--- src/rtl/dcache_pkg.sv ---
// Shared types and constants for the dcache tag RAM maintenance sequencer:
// tag entry layout, index width and controller state encoding.
package dcache_pkg;
  localparam int NUM_LINES  = 256;
  localparam int INDEX_W    = 8;
  localparam int TAG_W      = 21;
  localparam int VALID_BIT  = 20;
  localparam int DIRTY_BIT  = 19;
  localparam int ADDR_TAG_W = TAG_W - 2;

  typedef logic [INDEX_W-1:0]    index_t;
  typedef logic [ADDR_TAG_W-1:0] addr_tag_t;

  // Field order mirrors VALID_BIT / DIRTY_BIT / address-tag bit positions.
  typedef struct packed {
    logic      tag_valid;
    logic      tag_dirty;
    addr_tag_t tag_addr;
  } tag_entry_t;

  typedef enum logic [2:0] {
    ST_INIT  = 3'd0,
    ST_IDLE  = 3'd1,
    ST_INV   = 3'd2,
    ST_F_RD  = 3'd3,
    ST_F_CHK = 3'd4,
    ST_F_WB  = 3'd5,
    ST_F_WR  = 3'd6,
    ST_DONE  = 3'd7
  } state_t;

  localparam index_t LAST_IDX = index_t'(NUM_LINES - 1);
endpackage

--- src/rtl/dcache_tag_maint_ctrl_if.sv ---
// Tag RAM read/write ports plus the writeback request handshake seen by the
// maintenance controller; master is the controller side.
interface dcache_tag_maint_ctrl_if;
  import dcache_pkg::*;

  index_t     tag_addr0;
  tag_entry_t tag_data0;
  index_t     tag_addr1;
  tag_entry_t tag_data1;
  logic       tag_wr1;

  logic       wb_req;
  index_t     wb_index;
  addr_tag_t  wb_tag;
  logic       wb_ack;

  modport master (
    output tag_addr0, tag_addr1, tag_data1, tag_wr1, wb_req, wb_index, wb_tag,
    input  tag_data0, wb_ack
  );

  modport slave (
    input  tag_addr0, tag_addr1, tag_data1, tag_wr1, wb_req, wb_index, wb_tag,
    output tag_data0, wb_ack
  );
endinterface

--- src/rtl/dcache_tag_maint_ctrl.sv ---
// Owns both tag RAM ports: init sweep, invalidate-all and flush-all jobs, else zero-latency
// pass-through of core lookups/fills; core is stalled (ready low) for a whole job, writebacks wait on wb_ack.
module dcache_tag_maint_ctrl
  import dcache_pkg::*;
(
  input  logic       clk,
  input  logic       rst,
  input  logic       flush_req_i,
  input  logic       inv_req_i,
  output logic       busy_o,
  output logic       done_o,
  input  index_t     lookup_addr_i,
  output logic       lookup_ready_o,
  input  logic       fill_wr_i,
  input  index_t     fill_addr_i,
  input  tag_entry_t fill_data_i,
  output logic       fill_ready_o,
  dcache_tag_maint_ctrl_if.master tag_if
);

  state_t     state, state_nxt;
  index_t     idx, idx_nxt;
  addr_tag_t  wb_tag_q, wb_tag_nxt;
  tag_entry_t rd_entry;
  logic       maint;
  logic       seq_wr;

  assign rd_entry = tag_if.tag_data0;

  always_ff @(posedge clk) begin
    if (rst) begin
      state    <= ST_INIT;
      idx      <= '0;
      wb_tag_q <= '0;
    end else begin
      state    <= state_nxt;
      idx      <= idx_nxt;
      wb_tag_q <= wb_tag_nxt;
    end
  end

  always_comb begin
    state_nxt  = state;
    idx_nxt    = idx;
    wb_tag_nxt = wb_tag_q;
    case (state)
      ST_INIT, ST_INV: begin
        idx_nxt = idx + 1'b1;
        if (idx == LAST_IDX) begin
          state_nxt = (state == ST_INIT) ? ST_IDLE : ST_DONE;
        end
      end
      ST_IDLE: begin
        if (flush_req_i) begin
          state_nxt = ST_F_RD;
          idx_nxt   = '0;
        end else if (inv_req_i) begin
          state_nxt = ST_INV;
          idx_nxt   = '0;
        end
      end
      ST_F_RD:  state_nxt = ST_F_CHK;
      ST_F_CHK: begin
        // Capture the tag now so the writeback payload stays stable while waiting for ack.
        if (rd_entry.tag_valid && rd_entry.tag_dirty) begin
          state_nxt  = ST_F_WB;
          wb_tag_nxt = rd_entry.tag_addr;
        end else begin
          state_nxt = ST_F_WR;
        end
      end
      ST_F_WB: begin
        if (tag_if.wb_ack) begin
          state_nxt = ST_F_WR;
        end
      end
      ST_F_WR: begin
        idx_nxt   = idx + 1'b1;
        state_nxt = (idx == LAST_IDX) ? ST_DONE : ST_F_RD;
      end
      ST_DONE:  state_nxt = ST_IDLE;
      default:  state_nxt = ST_INIT;
    endcase
  end

  assign maint  = (state != ST_IDLE);
  assign seq_wr = (state == ST_INIT) || (state == ST_INV) || (state == ST_F_WR);

  // Outputs are forced to their quiet values while rst is high so a reset mid-job
  // releases the RAM write port and the writeback request straight away.
  always_comb begin
    busy_o           = rst | (maint & (state != ST_DONE));
    done_o           = ~rst & (state == ST_DONE);
    lookup_ready_o   = ~rst & ~maint;
    fill_ready_o     = ~rst & ~maint;
    tag_if.tag_addr0 = '0;
    tag_if.tag_addr1 = '0;
    tag_if.tag_data1 = '0;
    tag_if.tag_wr1   = 1'b0;
    tag_if.wb_req    = 1'b0;
    tag_if.wb_index  = '0;
    tag_if.wb_tag    = '0;
    if (!rst) begin
      if (maint) begin
        tag_if.tag_addr0 = idx;
        tag_if.tag_addr1 = idx;
        tag_if.tag_wr1   = seq_wr;
      end else begin
        tag_if.tag_addr0 = lookup_addr_i;
        tag_if.tag_addr1 = fill_addr_i;
        tag_if.tag_data1 = fill_data_i;
        tag_if.tag_wr1   = fill_wr_i;
      end
      if (state == ST_F_WB) begin
        tag_if.wb_req   = 1'b1;
        tag_if.wb_index = idx;
        tag_if.wb_tag   = wb_tag_q;
      end
    end
  end

endmodule

--- src/flat_wrapper.sv ---
// flat-port wrapper written by rule: the top's interface ports become plain ports
module dcache_tag_maint_ctrl_flat import dcache_pkg::*;
  (clk, rst, flush_req_i, inv_req_i, busy_o, done_o, lookup_addr_i, lookup_ready_o, fill_wr_i, fill_addr_i, fill_data_i, fill_ready_o, tag_if_tag_addr0, tag_if_tag_addr1, tag_if_tag_data1, tag_if_tag_wr1, tag_if_wb_req, tag_if_wb_index, tag_if_wb_tag, tag_if_tag_data0, tag_if_wb_ack);
  dcache_tag_maint_ctrl_if tag_if_i ();
  input  logic clk;
  input  logic rst;
  input  logic flush_req_i;
  input  logic inv_req_i;
  output logic busy_o;
  output logic done_o;
  input  index_t lookup_addr_i;
  output logic lookup_ready_o;
  input  logic fill_wr_i;
  input  index_t fill_addr_i;
  input  tag_entry_t fill_data_i;
  output logic fill_ready_o;
  output wire logic [$bits(tag_if_i.tag_addr0)-1:0] tag_if_tag_addr0;
  output wire logic [$bits(tag_if_i.tag_addr1)-1:0] tag_if_tag_addr1;
  output wire logic [$bits(tag_if_i.tag_data1)-1:0] tag_if_tag_data1;
  output wire logic [$bits(tag_if_i.tag_wr1)-1:0] tag_if_tag_wr1;
  output wire logic [$bits(tag_if_i.wb_req)-1:0] tag_if_wb_req;
  output wire logic [$bits(tag_if_i.wb_index)-1:0] tag_if_wb_index;
  output wire logic [$bits(tag_if_i.wb_tag)-1:0] tag_if_wb_tag;
  input wire logic [$bits(tag_if_i.tag_data0)-1:0] tag_if_tag_data0;
  input wire logic [$bits(tag_if_i.wb_ack)-1:0] tag_if_wb_ack;
  assign tag_if_tag_addr0 = tag_if_i.tag_addr0;
  assign tag_if_tag_addr1 = tag_if_i.tag_addr1;
  assign tag_if_tag_data1 = tag_if_i.tag_data1;
  assign tag_if_tag_wr1 = tag_if_i.tag_wr1;
  assign tag_if_wb_req = tag_if_i.wb_req;
  assign tag_if_wb_index = tag_if_i.wb_index;
  assign tag_if_wb_tag = tag_if_i.wb_tag;
  assign tag_if_i.tag_data0 = tag_if_tag_data0;
  assign tag_if_i.wb_ack = tag_if_wb_ack;
  dcache_tag_maint_ctrl u_core (.clk(clk), .rst(rst), .flush_req_i(flush_req_i), .inv_req_i(inv_req_i), .busy_o(busy_o), .done_o(done_o), .lookup_addr_i(lookup_addr_i), .lookup_ready_o(lookup_ready_o), .fill_wr_i(fill_wr_i), .fill_addr_i(fill_addr_i), .fill_data_i(fill_data_i), .fill_ready_o(fill_ready_o), .tag_if(tag_if_i));
endmodule
--- config.mk ---
export PLATFORM = sky130hd
export DESIGN_NAME = dcache_tag_maint_ctrl_flat
export DESIGN_NICKNAME = d
export VERILOG_FILES = /design/src/rtl/dcache_pkg.sv /design/src/rtl/dcache_tag_maint_ctrl_if.sv /design/src/rtl/dcache_tag_maint_ctrl.sv /design/src/flat_wrapper.sv
export SDC_FILE = /design/constraint.sdc
export NUM_CORES = 1
export LEC_CHECK = 0
export ABC_AREA = 1
export CORE_UTILIZATION = 25
export DETAILED_ROUTE_END_ITERATION = 10
export GPL_ROUTABILITY_DRIVEN = 0
export PLACE_DENSITY_LB_ADDON = 0.12
export SYNTH_ARGS = -nofsm -noshare
export SYNTH_HDL_FRONTEND = slang
export SYNTH_SLANG_ARGS = --single-unit
--- constraint.sdc ---
create_clock -name clk -period 1.4 [get_ports clk]
set_input_delay 0.28 -clock clk [delete_from_list [all_inputs] [get_ports clk]]
set_output_delay 0.28 -clock clk [all_outputs]
set_load 0.01 [all_outputs]
Word-level counts from Yosys, hierarchy flattened

Index checks and enable logic that the tools add are counted.

Add/subtract/negate cells: 1
Equal/unequal tests: 13
Muxes and demuxes: 25
Bitwise operators: 6
Reduce and logical (&&, ||, !) cells: 10

Operators by type and width:

| operator                                                              | count |
|---|---|
| 8-bit two-way mux                                                     | 8 |
| 21-bit two-way mux                                                    | 2 |
| 19-bit two-way mux                                                    | 2 |
| 3-bit case mux with 7 select lines                                    | 1 |
| 3-bit two-way mux                                                     | 6 |
| 8-bit case mux with 2 select lines                                    | 1 |
| 3-bit equality test, second input constant                            | 4 |
| 8-bit by 1-bit adder with 8-bit output, second input constant         | 1 |
| 8-bit equality test, second input constant                            | 1 |
| 3-bit by 2-bit equality test with 1-bit output, second input constant | 2 |
| 3-bit != test, second input constant                                  | 2 |
| 1-bit two-way mux                                                     | 4 |
| 2-bit AND reduction                                                   | 2 |
| 1-bit bitwise AND                                                     | 3 |
| 3-bit by 1-bit equality test with 1-bit output, second input constant | 1 |
| 3-bit logical NOT                                                     | 1 |
| 3-bit by 1-bit != test with 1-bit output, second input constant       | 1 |
| 3-bit AND reduction                                                   | 1 |
| 3-bit OR reduction                                                    | 1 |
| 1-bit logical OR                                                      | 2 |
| 2-bit two-way mux                                                     | 1 |
| 2-bit by 1-bit != test with 1-bit output, second input constant       | 1 |
| 2-bit != test, second input constant                                  | 1 |
| 1-bit inverter                                                        | 2 |
| other kinds (4)                                                       | 4 |

Bits in registers: 30
Bits of input ports: 64
Output and inout bits: 70
Word-level logic and storage cells: 58

Logic depth before layout (Yosys ltp)

Depth in word-level cells: 5
Mapped depth: 8
Gate-level depth less buffers: 8

Worst setup path after synthesis

OpenSTA, ideal clock, no wires.

Path kind: register to output
From: register u_core.state[2]
To: output tag_if_wb_index[5]
Arrival time: 1232 ps
Required time: 1120 ps
Path slack: -112 ps
Stages on the path, launching flop included: 6
Buffers on the path: 1
Cell sequence: dfxtp_1 -> nand3_1 -> nor2_1 -> inv_2 -> buf_2 -> nor2_1

Longest elaborated chain between the ends: 3

Ends and longest elaborated chain:

| element                | RTL line                     | text |
|---|---|---|
| from (decl)            | dcache_tag_maint_ctrl.sv:21  | `state_t state, state_nxt;` |
| from (signal assigned) | dcache_tag_maint_ctrl.sv:36  | `state <= state_nxt;` |
| 3-bit equality test    | dcache_tag_maint_ctrl.sv:114 | `if (state == ST_F_WB) begin` |
| 8-bit two-way mux      | dcache_tag_maint_ctrl.sv:114 |  |
| 8-bit two-way mux      | dcache_tag_maint_ctrl.sv:103 | `if (!rst) begin` |
| to (decl)              | flat_wrapper.sv:22           | `output wire logic [$bits(tag_if_i.wb_index)-1:0] tag_if_wb_index;` |

Every way passes these cells.

Worst setup path in the final report

From: register u_core.state[2]
To: output tag_if_tag_data1[8]

Longest elaborated chain between the ends: 3

Ends and longest elaborated chain:

| element                                  | RTL line                     | text |
|---|---|---|
| 3-bit by 1-bit != test with 1-bit output | dcache_tag_maint_ctrl.sv:86  | `assign maint = (state != ST_IDLE);` |
| 21-bit two-way mux                       | dcache_tag_maint_ctrl.sv:104 | `if (maint) begin` |
| 21-bit two-way mux                       | dcache_tag_maint_ctrl.sv:103 |  |
| to (decl)                                | flat_wrapper.sv:19           | `output wire logic [$bits(tag_if_i.tag_data1)-1:0] tag_if_tag_data1;` |

Every way passes these cells.

==> flow_metrics.py <==
metrics = {
    "run_status": {
        "outcome": "finished, violations left",
        "violations": "setup timing",
    },
    "sta": {
        "tightestPinTransition_ps": 316,
        "fin_ws_ps": -289,
        "slew_violations": 0,
        "fin_skew_ps": 9.94,
        "fmax_mhz": 592,
        "grt_setup_unrepaired": "yes",
        "setup_viol": 89,
        "slew_headroom": 0.788,
        "setup_tns_ps": -16180,
        "hold_violations": 0,
        "fin_crit_ps": 1690,
        "fin_crit_sh": 1.21,
    },
    "logic_synthesis": {
        "synth_top_area_cell": "dfxtp_1",
        "syn_nets": 382,
        "synth-seq-area-share": 0.321,
        "synth_xor_area_frac": 0,
        "syn_inst": 317,
        "yosys.area_share.simple": 0.366,
        "synth_commonest_cells": "nand2_1 (79), nor2_1 (64), inv_1 (33)",
        "ys_seq_elements": 30,
        "synth_top_area_frac": 0.321,
        "synth.area.top_cells": "dfxtp_1 (32%), nand2_1 (16%), nor2_1 (13%)",
        "synth-edff-count": 0,
        "synthesis.area_um2": 1870,
        "synth_top_family_by_area": "simple AND/OR/NAND/NOR gates",
        "ys_async_sr_fraction": 0,
        "synthAdderAreaFrac": 0.00668,
        "syn_avg_cell_area_um2": 5.90,
        "ys.flop_type": "dfxtp_1",
        "ys_types": 24,
        "synth-warning-count": 0,
        "yosysMostFrequentCell": "nand2_1",
        "synth-compound-area-share": 0.168,
        "synthMuxAreaShare": 0,
    },
    "min_path": {
        "min_path_type": "register to register",
    },
    "routing": {
        "routed_wl_mm": 7.45,
        "route.vias.total": 2585,
        "drcViolationCount": 0,
        "first_iter_violations": 59,
        "vias_per_cell": 4.34,
        "dr.pass1.iters": 4,
        "ant_nets": 0,
        "wl_per_cell_um": 12.5,
    },
    "cells_and_area": {
        "finalInstanceArea_um2": 4030,
        "postLayoutCoreUtil": 0.556,
        "fin_cells": 596,
        "synthToLayoutAreaGrowth_pct": 115,
        "n_fill_cell": 757,
        "diodes": 0,
        "nNetsFinal": 561,
        "drive_above_1_share": 0.465,
    },
    "clock_tree": {
        "cts-root-buf": "clkbuf_8",
        "cts_buffers": 5,
        "clk_pin_slew_ps": 60,
        "cts_sinks": 30,
        "clk_latency_ps": 280,
        "cts_tree": "yes",
        "h-tree-depth": 2,
        "clock_path_buffers": 2,
        "cts_hold_buf": 0,
    },
    "grt": {
        "grt_pass1_wl_mm": 10.4,
        "grt_pass1_vias": 2225,
        "grt_max_degree": 39,
        "antenna_found_initial": 0,
        "grt_usage": 0.169,
        "gr-total-overflow": 0,
    },
    "pwr": {
        "power_density_nw_per_um2": 481,
        "p_leak_nw": 1.82,
        "ir_drop_uv": 451,
    },
    "critical_path": {
        "slowest_delay_ps": 350,
        "critPathKind": "register to primary output",
        "cpMaxStageDelayCell": "dfxtp_4",
        "cpMostUsedCell": "buf_12",
        "crit_chain": "buf_6 > nor2_4 > buf_12 > buf_12 > nand2_2 > nor2_2 > buf_2",
        "cp.required_ps": 1120,
        "critPathArrivalTime_ps": 1410,
        "worstPathMaxFanout": 7,
        "cp-start-kind": "register",
        "cp-end-kind": "primary output",
    },
    "place": {
        "placedCellCount": 567,
        "hpwl_mm": 4.98,
        "place_area_um2": 3550,
        "dp_slack_ps": -767,
        "port_buffers": 133,
    },
    "die": {
        "die_w_um": 88.5,
        "num_rows": 31,
        "die_y_um": 88.5,
        "io_pins": 134,
        "core_region_area_um2": 7250,
        "fp.dieArea_um2": 7840,
        "start_util": 0.258,
    },
    "job": {
        "max_cap_viol_count": 0,
    },
}
[per-layer routing]
layer,GRT usage,part of all wire,vias to the layer above
li1,-,-,1350
met1,0.216,0.45,1164
met2,0.296,0.51,67
met3,0.0345,0.041,4
met4,0.0293,0.0047,0
met5,0,0,-
[placed cells by master (no fill, tap or decap), types with 2 or more instances in the layout]
cell type / instances
inv_1: 31
nor2_2: 17
nor2_1: 41
nand3_2: 6
inv_2: 2
clkdlybuf4s50_1: 62
dfxtp_1: 25
nand3_1: 11
nor2_4: 9
dfxtp_2: 3
o21ai_4: 2
buf_12: 6
nor3_2: 2
nand2_1: 66
dfxtp_4: 2
a21oi_1: 12
clkbuf_16: 3
buf_6: 18
nand2_4: 7
clkbuf_8: 6
o21ai_1: 6
nand2_2: 7
buf_4: 30
a21oi_2: 18
buf_2: 65
o21ai_0: 7
inv_4: 3
o21ai_2: 13
buf_8: 4
[stage by stage]
step	hold WS [ps]	total power [mW]
after global routing	481	2.04
final	464	1.94
after global placement	438	1.20
after CTS	456	1.92
after floorplan	430	0.954
after detailed placement	442	1.20
[worst paths after layout]
check,slack (ps),startpoint,to,cells past startpoint
setup / recovery,-290,u_core.state[2],tag_if_tag_data1[8],7
hold / removal,460,u_core.wb_tag_q[0],u_core.wb_tag_q[0],2
setup reg to reg,-60,u_core.state[0],u_core.wb_tag_q[12],9
hold reg to reg,460,u_core.wb_tag_q[0],u_core.wb_tag_q[0],2
[layout make-up]
type	instances	area, µm²	area share
inverters	37	151	0.0376
flip-flops and latches	30	612	0.152
repair buffers	190	1670	0.413
clock buffers	7	86.3	0.0214
multi-input cells	232	1390	0.344
well taps	99	124	0.0307
clock inverters	1	5.00	0.00124
[worst max-delay path: cells and delay by family, from the launching register on]
| kind | cells | cell delay [ps] |
|---|---|---|
| DFF | 1 | 350 |
| buffers and inverters | 4 | 490 |
| and+or+nand+nor | 3 | 300 |
[flip-flops by register name (all words and copies together), names as in the netlist]
signal and cells:
u_core.state 3, u_core.idx 8, u_core.wb_tag_q 19
[kinds of logic after synthesis]
kind of cell,after synthesis
AOI/OAI and AO/OA,60
adders and majority gates,1
buffers and inverters,55
DFF,30
and+or+nand+nor,171
[report_power, final]
| part | switching, mW | leakage (nW) | total (mW) | internal, mW |
|---|---|---|---|---|
| sequential | 0.00542 | 0.245 | 0.864 | 0.858 |
| clock | 0.326 | 0.0482 | 0.722 | 0.396 |
| combinational | 0.128 | 1.53 | 0.353 | 0.225 |
| total | 0.459 | 1.82 | 1.94 | 1.48 |
[repair_timing]
| item | in CTS | in global routing |
|---|---|---|
| cloned | 2 | 6 |
| resized for setup | 342 | 94 |
| setup buffers | 9 | 8 |
| pin swaps | 7 | 35 |
| endpoints found under the setup margin | 75 | 100 |
Power figures use the tool's default switching activity.
